$ cat config.mk
export PLATFORM = sky130hd
export DESIGN_NAME = decode_stage
export DESIGN_NICKNAME = d
export VERILOG_FILES = /design/src/rtl/rv32_pkg.sv /design/src/rtl/imm_gen.sv /design/src/rtl/decode_stage.sv
export SDC_FILE = /design/constraint.sdc
export NUM_CORES = 1
export LEC_CHECK = 0
export CELL_PAD_IN_SITES_DETAIL_PLACEMENT = 1
export CELL_PAD_IN_SITES_GLOBAL_PLACEMENT = 2
export CORE_AREA = 2 2 133 135
export CTS_CLUSTER_SIZE = 8
export DETAILED_ROUTE_END_ITERATION = 10
export DIE_AREA = 0 0 135 137
export PLACE_DENSITY = 0.81
export SYNTH_ARGS = -nofsm -noshare
export SYNTH_HDL_FRONTEND = slang
export SYNTH_SLANG_ARGS = --single-unit
$ cat constraint.sdc
create_clock -name clk -period 3.12 [get_ports clk]
set_input_delay 0.312 -clock clk [delete_from_list [all_inputs] [get_ports clk]]
set_output_delay 0.312 -clock clk [all_outputs]
set_load 0.02 [all_outputs]
$ cat src/rtl/rv32_pkg.sv
// RV32I shared definitions: opcodes, instruction field positions and
// the decoded control bundle handed from ID to EX.
package rv32_pkg;

    localparam logic [6:0] OPC_LUI    = 7'b0110111;
    localparam logic [6:0] OPC_AUIPC  = 7'b0010111;
    localparam logic [6:0] OPC_JAL    = 7'b1101111;
    localparam logic [6:0] OPC_JALR   = 7'b1100111;
    localparam logic [6:0] OPC_BRANCH = 7'b1100011;
    localparam logic [6:0] OPC_LOAD   = 7'b0000011;
    localparam logic [6:0] OPC_STORE  = 7'b0100011;
    localparam logic [6:0] OPC_OP_IMM = 7'b0010011;
    localparam logic [6:0] OPC_OP     = 7'b0110011;

    localparam logic [31:0] NOP_INST = 32'h00000013;

    localparam int OPC_LSB = 0;
    localparam int RD_LSB  = 7;
    localparam int F3_LSB  = 12;
    localparam int RS1_LSB = 15;
    localparam int RS2_LSB = 20;
    localparam int F7_LSB  = 25;

    typedef struct packed {
        logic [6:0] opcode;
        logic [2:0] funct3;
        logic [6:0] funct7;
        logic [4:0] rd;
        logic [4:0] rs1;
        logic [4:0] rs2;
        logic       is_load;
        logic       reg_write;
    } id_ctrl_t;

    function automatic logic opc_known(input logic [6:0] op);
        return op inside {OPC_LUI, OPC_AUIPC, OPC_JAL, OPC_JALR, OPC_BRANCH,
                          OPC_LOAD, OPC_STORE, OPC_OP_IMM, OPC_OP};
    endfunction

    function automatic logic uses_rs1(input logic [6:0] op);
        return !(op inside {OPC_LUI, OPC_AUIPC, OPC_JAL});
    endfunction

    function automatic logic uses_rs2(input logic [6:0] op);
        return op inside {OPC_BRANCH, OPC_STORE, OPC_OP};
    endfunction

    function automatic id_ctrl_t decode(input logic [31:0] inst);
        id_ctrl_t c;
        c.opcode    = inst[OPC_LSB +: 7];
        c.funct3    = inst[F3_LSB +: 3];
        c.funct7    = inst[F7_LSB +: 7];
        c.rd        = inst[RD_LSB +: 5];
        c.rs1       = inst[RS1_LSB +: 5];
        c.rs2       = inst[RS2_LSB +: 5];
        c.is_load   = (c.opcode == OPC_LOAD);
        c.reg_write = opc_known(c.opcode) && (c.rd != 5'd0) &&
                      (c.opcode != OPC_STORE) && (c.opcode != OPC_BRANCH);
        return c;
    endfunction

endpackage

$ cat src/rtl/imm_gen.sv
// RV32I immediate generator: selects the I/S/B/U/J format from the
// opcode and sign-extends from inst[31]; OP and unknown opcodes give 0.
module imm_gen #(
    parameter int XLEN = 32
) (
    input  logic [31:0]     inst,
    output logic [XLEN-1:0] imm
);
    import rv32_pkg::*;

    logic [6:0]  opc;
    logic [31:0] imm32;

    assign opc = inst[OPC_LSB +: 7];

    always_comb begin
        imm32 = '0;
        unique case (1'b1)
            (opc == OPC_LOAD) || (opc == OPC_OP_IMM) || (opc == OPC_JALR):
                imm32 = {{20{inst[31]}}, inst[31:20]};
            (opc == OPC_STORE):
                imm32 = {{20{inst[31]}}, inst[31:25], inst[11:7]};
            (opc == OPC_BRANCH):
                imm32 = {{19{inst[31]}}, inst[31], inst[7],
                         inst[30:25], inst[11:8], 1'b0};
            (opc == OPC_LUI) || (opc == OPC_AUIPC):
                imm32 = {inst[31:12], 12'h000};
            (opc == OPC_JAL):
                imm32 = {{11{inst[31]}}, inst[31], inst[19:12],
                         inst[20], inst[30:21], 1'b0};
            default:
                imm32 = '0;
        endcase
    end

    assign imm = XLEN'($signed(imm32));

endmodule

$ cat src/rtl/decode_stage.sv
// RV32I decode stage: drives register-file read addresses, registers the
// decoded fields alongside the read data, and inserts load-use bubbles.
module decode_stage #(
    parameter int          XLEN     = 32,
    parameter logic [31:0] NOP_INST = rv32_pkg::NOP_INST
) (
    input  logic            clk,
    input  logic            rst_n,
    input  logic            if_valid,
    input  logic [31:0]     if_inst,
    input  logic [XLEN-1:0] if_pc,
    input  logic            ex_stall,
    input  logic            flush,
    output logic            fetch_stall,
    output logic [4:0]      reg1_addr,
    output logic [4:0]      reg2_addr,
    output logic            id_valid,
    output logic [XLEN-1:0] id_pc,
    output logic [6:0]      id_opcode,
    output logic [2:0]      id_funct3,
    output logic [6:0]      id_funct7,
    output logic [4:0]      id_rd,
    output logic [4:0]      id_rs1,
    output logic [4:0]      id_rs2,
    output logic [XLEN-1:0] id_imm,
    output logic            id_is_load,
    output logic            id_reg_write
);
    import rv32_pkg::*;

    id_ctrl_t        ctrl_q;
    id_ctrl_t        dec;
    id_ctrl_t        ctrl_d;
    logic [31:0]     dec_inst;
    logic [XLEN-1:0] dec_imm;
    logic            hold;
    logic            load_use;
    logic            accept;

    assign hold = ex_stall && !flush;

    // A flush loads the NOP encoding so the killed slot decodes as harmless.
    assign dec_inst = flush ? NOP_INST : if_inst;
    assign dec      = decode(dec_inst);

    imm_gen #(.XLEN(XLEN)) u_imm_gen (
        .inst (dec_inst),
        .imm  (dec_imm)
    );

    always_comb begin
        load_use = 1'b0;
        if (!hold && !flush && id_valid && ctrl_q.is_load &&
            (ctrl_q.rd != 5'd0) && if_valid) begin
            load_use = (uses_rs1(dec.opcode) && (dec.rs1 == ctrl_q.rd)) ||
                       (uses_rs2(dec.opcode) && (dec.rs2 == ctrl_q.rd));
        end
    end

    assign accept = !flush && if_valid && !load_use;

    always_comb begin
        ctrl_d         = dec;
        ctrl_d.is_load = dec.is_load && accept;
    end

    assign fetch_stall = rst_n && !flush && (ex_stall || load_use);

    // While held, re-read the held sources so bypassed writebacks land.
    assign reg1_addr = hold ? ctrl_q.rs1 : if_inst[RS1_LSB +: 5];
    assign reg2_addr = hold ? ctrl_q.rs2 : if_inst[RS2_LSB +: 5];

    always_ff @(posedge clk) begin
        if (!rst_n) begin
            id_valid <= 1'b0;
            id_pc    <= '0;
            ctrl_q   <= '0;
            id_imm   <= '0;
        end else if (!hold) begin
            id_valid <= accept;
            id_pc    <= if_pc;
            ctrl_q   <= ctrl_d;
            id_imm   <= dec_imm;
        end
    end

    assign id_opcode    = ctrl_q.opcode;
    assign id_funct3    = ctrl_q.funct3;
    assign id_funct7    = ctrl_q.funct7;
    assign id_rd        = ctrl_q.rd;
    assign id_rs1       = ctrl_q.rs1;
    assign id_rs2       = ctrl_q.rs2;
    assign id_is_load   = ctrl_q.is_load;
    assign id_reg_write = ctrl_q.reg_write;

endmodule

==> qor.yml <==
cts:
  clk_pin_slew_ps: 70
  insertion_delay_ps: 350
  numCtsBuffers: 9
  cts_buffer_depth: 2
  cts_root_buffer: "clkbuf_16"
  post_cts_buffers: 0
  cts.sinks: 99
  h-tree-depth: 3
  cts_tree: "yes"
flow_run:
  drv_cap: 0
routing:
  drtIter0Drc: 141
  routed_wl_um: 16550
  via_per_inst: 4.762
  ant_nets: 0
  dr.pass1.iters: 4
  vias: 4381
  wire_per_inst_um: 17.99
  drc: 0
place:
  place_hpwl_um: 12350
  portBuffers: 178
  placed_cell_area_mm2: 0.006531
  gp_congestion: 0.8171
power_and_ir_drop:
  internal-power_mw: 2.252
  powerDensity_mw_per_mm2: 444.1
  clkPwrFrac_pct: 38.9
  switchingPower_mw: 0.7920
  comb_power_share_pct: 17.2
  netSwitchingFraction_pct: 26.02
  seqPwrFrac_pct: 44.0
  finalPower_mw: 3.044
  p_leak_nw: 2.685
  ir_drop_uv: 238.8
logic_synthesis:
  yosysWarnings: 0
  synth-edff-count: 0
  synth_common_cells: "122 x nand2_1, 99 x dfxtp_1, 38 x a21boi_0"
  post-synth-top-area-fraction_pct: 45.49
  synth_ff_type: "dfxtp_1"
  syn_inst: 503
  synth-seq-area-share_pct: 45.49
  synth_top_area_cell: "dfxtp_1"
  ys_top_cells_by_area: "dfxtp_1 45%, nand2_1 11%, mux2i_1 7.1%, a21boi_0 6.5%, nor2_1 3.2%"
  ys_ff_latch: 99
  synthMostInstantiatedCell: "nand2_1"
  syn_area_mm2: 0.004357
  synth_area_per_cell_um2: 8.661
  async_flop_share_pct: 0
  synth.net_count: 572
  synth_cell_types: 57
global_route:
  grt_first_pass_wirelength_um: 26100
  overflow: 0
  antenna_found_initial: 1
  grt_max_degree: 54
  grtUsageTotal_pct: 18.20
  first_global_vias: 4632
critical_path:
  critPathLaunch: "flush"
  cpMostUsedCell: "nand2_1"
  r2r_start: "id_rd[1]$_SDFFE_PN0N_"
  ff2ff_setup_slack_ps: 1090
  ff2ff_path_depth: 6
  worst-setup-path-type: "input port to output pin"
  cp-end-kind: "output pin"
  r2r_end: "id_is_load$_SDFFE_PN0N_"
  crit_fanout: 12
  cpPeakStageDelay_ps: 600
  worstPathArrival_ps: 2360
  required_ps: 2810
  crit_buf_inv: 4
  worstSetupStartpointType: "input port"
  crit_end: "reg2_addr[1]"
  slowest_stage: "clkdlybuf4s50_1"
  cp_num_cells: 7
  cpLargestDelayFamily: "buffers and inverters"
  cp_cell_sequence: "dlygate4sd2_1 -> clkinv_1 -> buf_4 -> nand2_1 -> nand2_1 -> nand2_1 -> clkdlybuf4s50_1"
timing:
  setup_violations: 0
  rsz0062_at_grt: "false"
  whs_ps: 445.5
  fin_setup_tns_ps: 0
  worst_slew_pin_slew_ps: 1068
  fin_skew_ps: 5.129
  hold_violations: 0
  fmax_mhz: 373.9
  slew_viol_final: 0
  max_slew_margin_pct: 28.14
  finalCritPeriodShare_pct: 85.72
  min_period_ps: 2675
finish:
  fin_util_pct: 40.18
  area_delta_synth_final_pct: 57.32
  fin_nets: 759
  stdcell_area_mm2: 0.006854
  drive_above_1_share_pct: 10.23
  nFillCells: 1977
die:
  ios: 179
  std_cell_rows: 48
  die-area_mm2: 0.01850
  initial_core_util_pct: 25.54
  die_x_um: 135
  dieHeight_um: 137
  core_mm2: 0.01706
status:
  status: "complete, no violations"
hold_path:
  min_path_type: "input port to register"
  min_path_cells: 5
-- worst min-delay path, cell delays in order --
cell and delay [ps]:
buf_2 120, nor3b_2 60, buf_4 120, nand2_1 80, o41ai_2 60
-- cell usage in the layout (no fill, tap or decap), types with 3 or more instances in the layout --
cell,netlist,layout
clkdlybuf4s50_1,0,174
nand2_1,122,122
dfxtp_1,99,98
a21boi_0,38,38
nor2_1,37,37
buf_4,0,33
mux2i_1,31,31
o21ai_0,20,20
a21oi_1,15,15
nor2b_1,10,9
clkbuf_16,0,9
a22o_1,7,7
a22oi_1,7,7
nand3b_1,5,5
o22ai_1,5,5
a21o_2,5,5
nor3b_1,5,4
xnor2_1,3,3
o21a_1,3,3
or4bb_1,3,3
xor2_1,3,3
or2_2,3,3
a211oi_1,3,3
nand3_1,3,3
a221oi_1,3,3
clkbuf_8,0,3
-- kinds of logic (layout without fill, tap and decap cells) --
logic type	count (synthesis)	count (layout)	synth area share, %
AO/OA/AOI/OAI	123	123	20.85
XOR/XNOR	6	6	1.206
buffers and inverters	38	229	3.475
flip-flops	99	99	45.49
multiplexers	32	32	7.381
other	0	1	0
AND/OR/NAND/NOR	205	205	21.60
-- metrics by stage --
step                instances  setup slack (ps)
global route              919             337.4
global placement          904             55.16
CTS                       919             81.63
floorplan                 503             957.0
finish                    920             445.4
detailed placement        904            -3.497
-- flip-flops by register name (all words and copies together) (netlist names) --
register / flops
id_imm: 32
id_pc: 32
id_funct7: 7
id_opcode: 7
id_rd: 5
id_rs1: 5
id_rs2: 5
id_funct3: 3
id_is_load: 1
id_reg_write: 1
id_valid: 1
-- area by class of cell --
class	instances	area (um2)	share of cell area [%]
Antenna cell	1	2.502	0.03651
Inverter	3	11.26	0.1643
Clock buffer	12	266.5	3.888
Timing Repair Buffer	211	2021	29.48
Multi-Input combinational cell	366	2242	32.71
Clock inverter	3	46.29	0.6754
Tap cell	225	281.5	4.107
Sequential cell	99	1983	28.93
-- how the worst min path moves through the flow --
| stage | start | endpoint |
|---|---|---|
| 2_1_floorplan | if_inst[12] | id_funct3[0]$_SDFFE_PN0N_ |
| 3_3_place_gp | id_imm[25]$_SDFFE_PN0N_ | id_imm[25]$_SDFFE_PN0N_ |
| 3_5_place_dp | id_imm[31]$_SDFFE_PN0N_ | id_imm[31]$_SDFFE_PN0N_ |
| 4_1_cts | ex_stall | id_is_load$_SDFFE_PN0N_ |
| 5_1_grt | ex_stall | id_is_load$_SDFFE_PN0N_ |
| 6_report | ex_stall | id_is_load$_SDFFE_PN0N_ |
-- metal layers --
layer / vias up / routed length [um] / global-route usage [%]
li1: 2113 / - / -
met2: 149 / 7778 / 30.34
met1: 2097 / 6790 / 20.80
met5: - / 0 / 0
met3: 22 / 1654 / 7.926
met4: 0 / 325 / 6.481
-- power by group through the flow --
stage               logic, mW  registers [mW]  clock network [mW]
CTS                     0.530            1.34                1.22
global route            0.563            1.34                1.27
floorplan               0.178            1.42                   0
finish                  0.523            1.34                1.18
detailed placement      0.526            1.37                   0
global placement        0.518            1.36                   0
-- what timing repair did --
action                                  in CTS  in global routing
pin swaps                                    0                  0
gates resized for setup                      2                  2
hold buffers                                 0                  0
endpoints found under the setup margin       1                  1
Power figures use the tool's default switching activity.
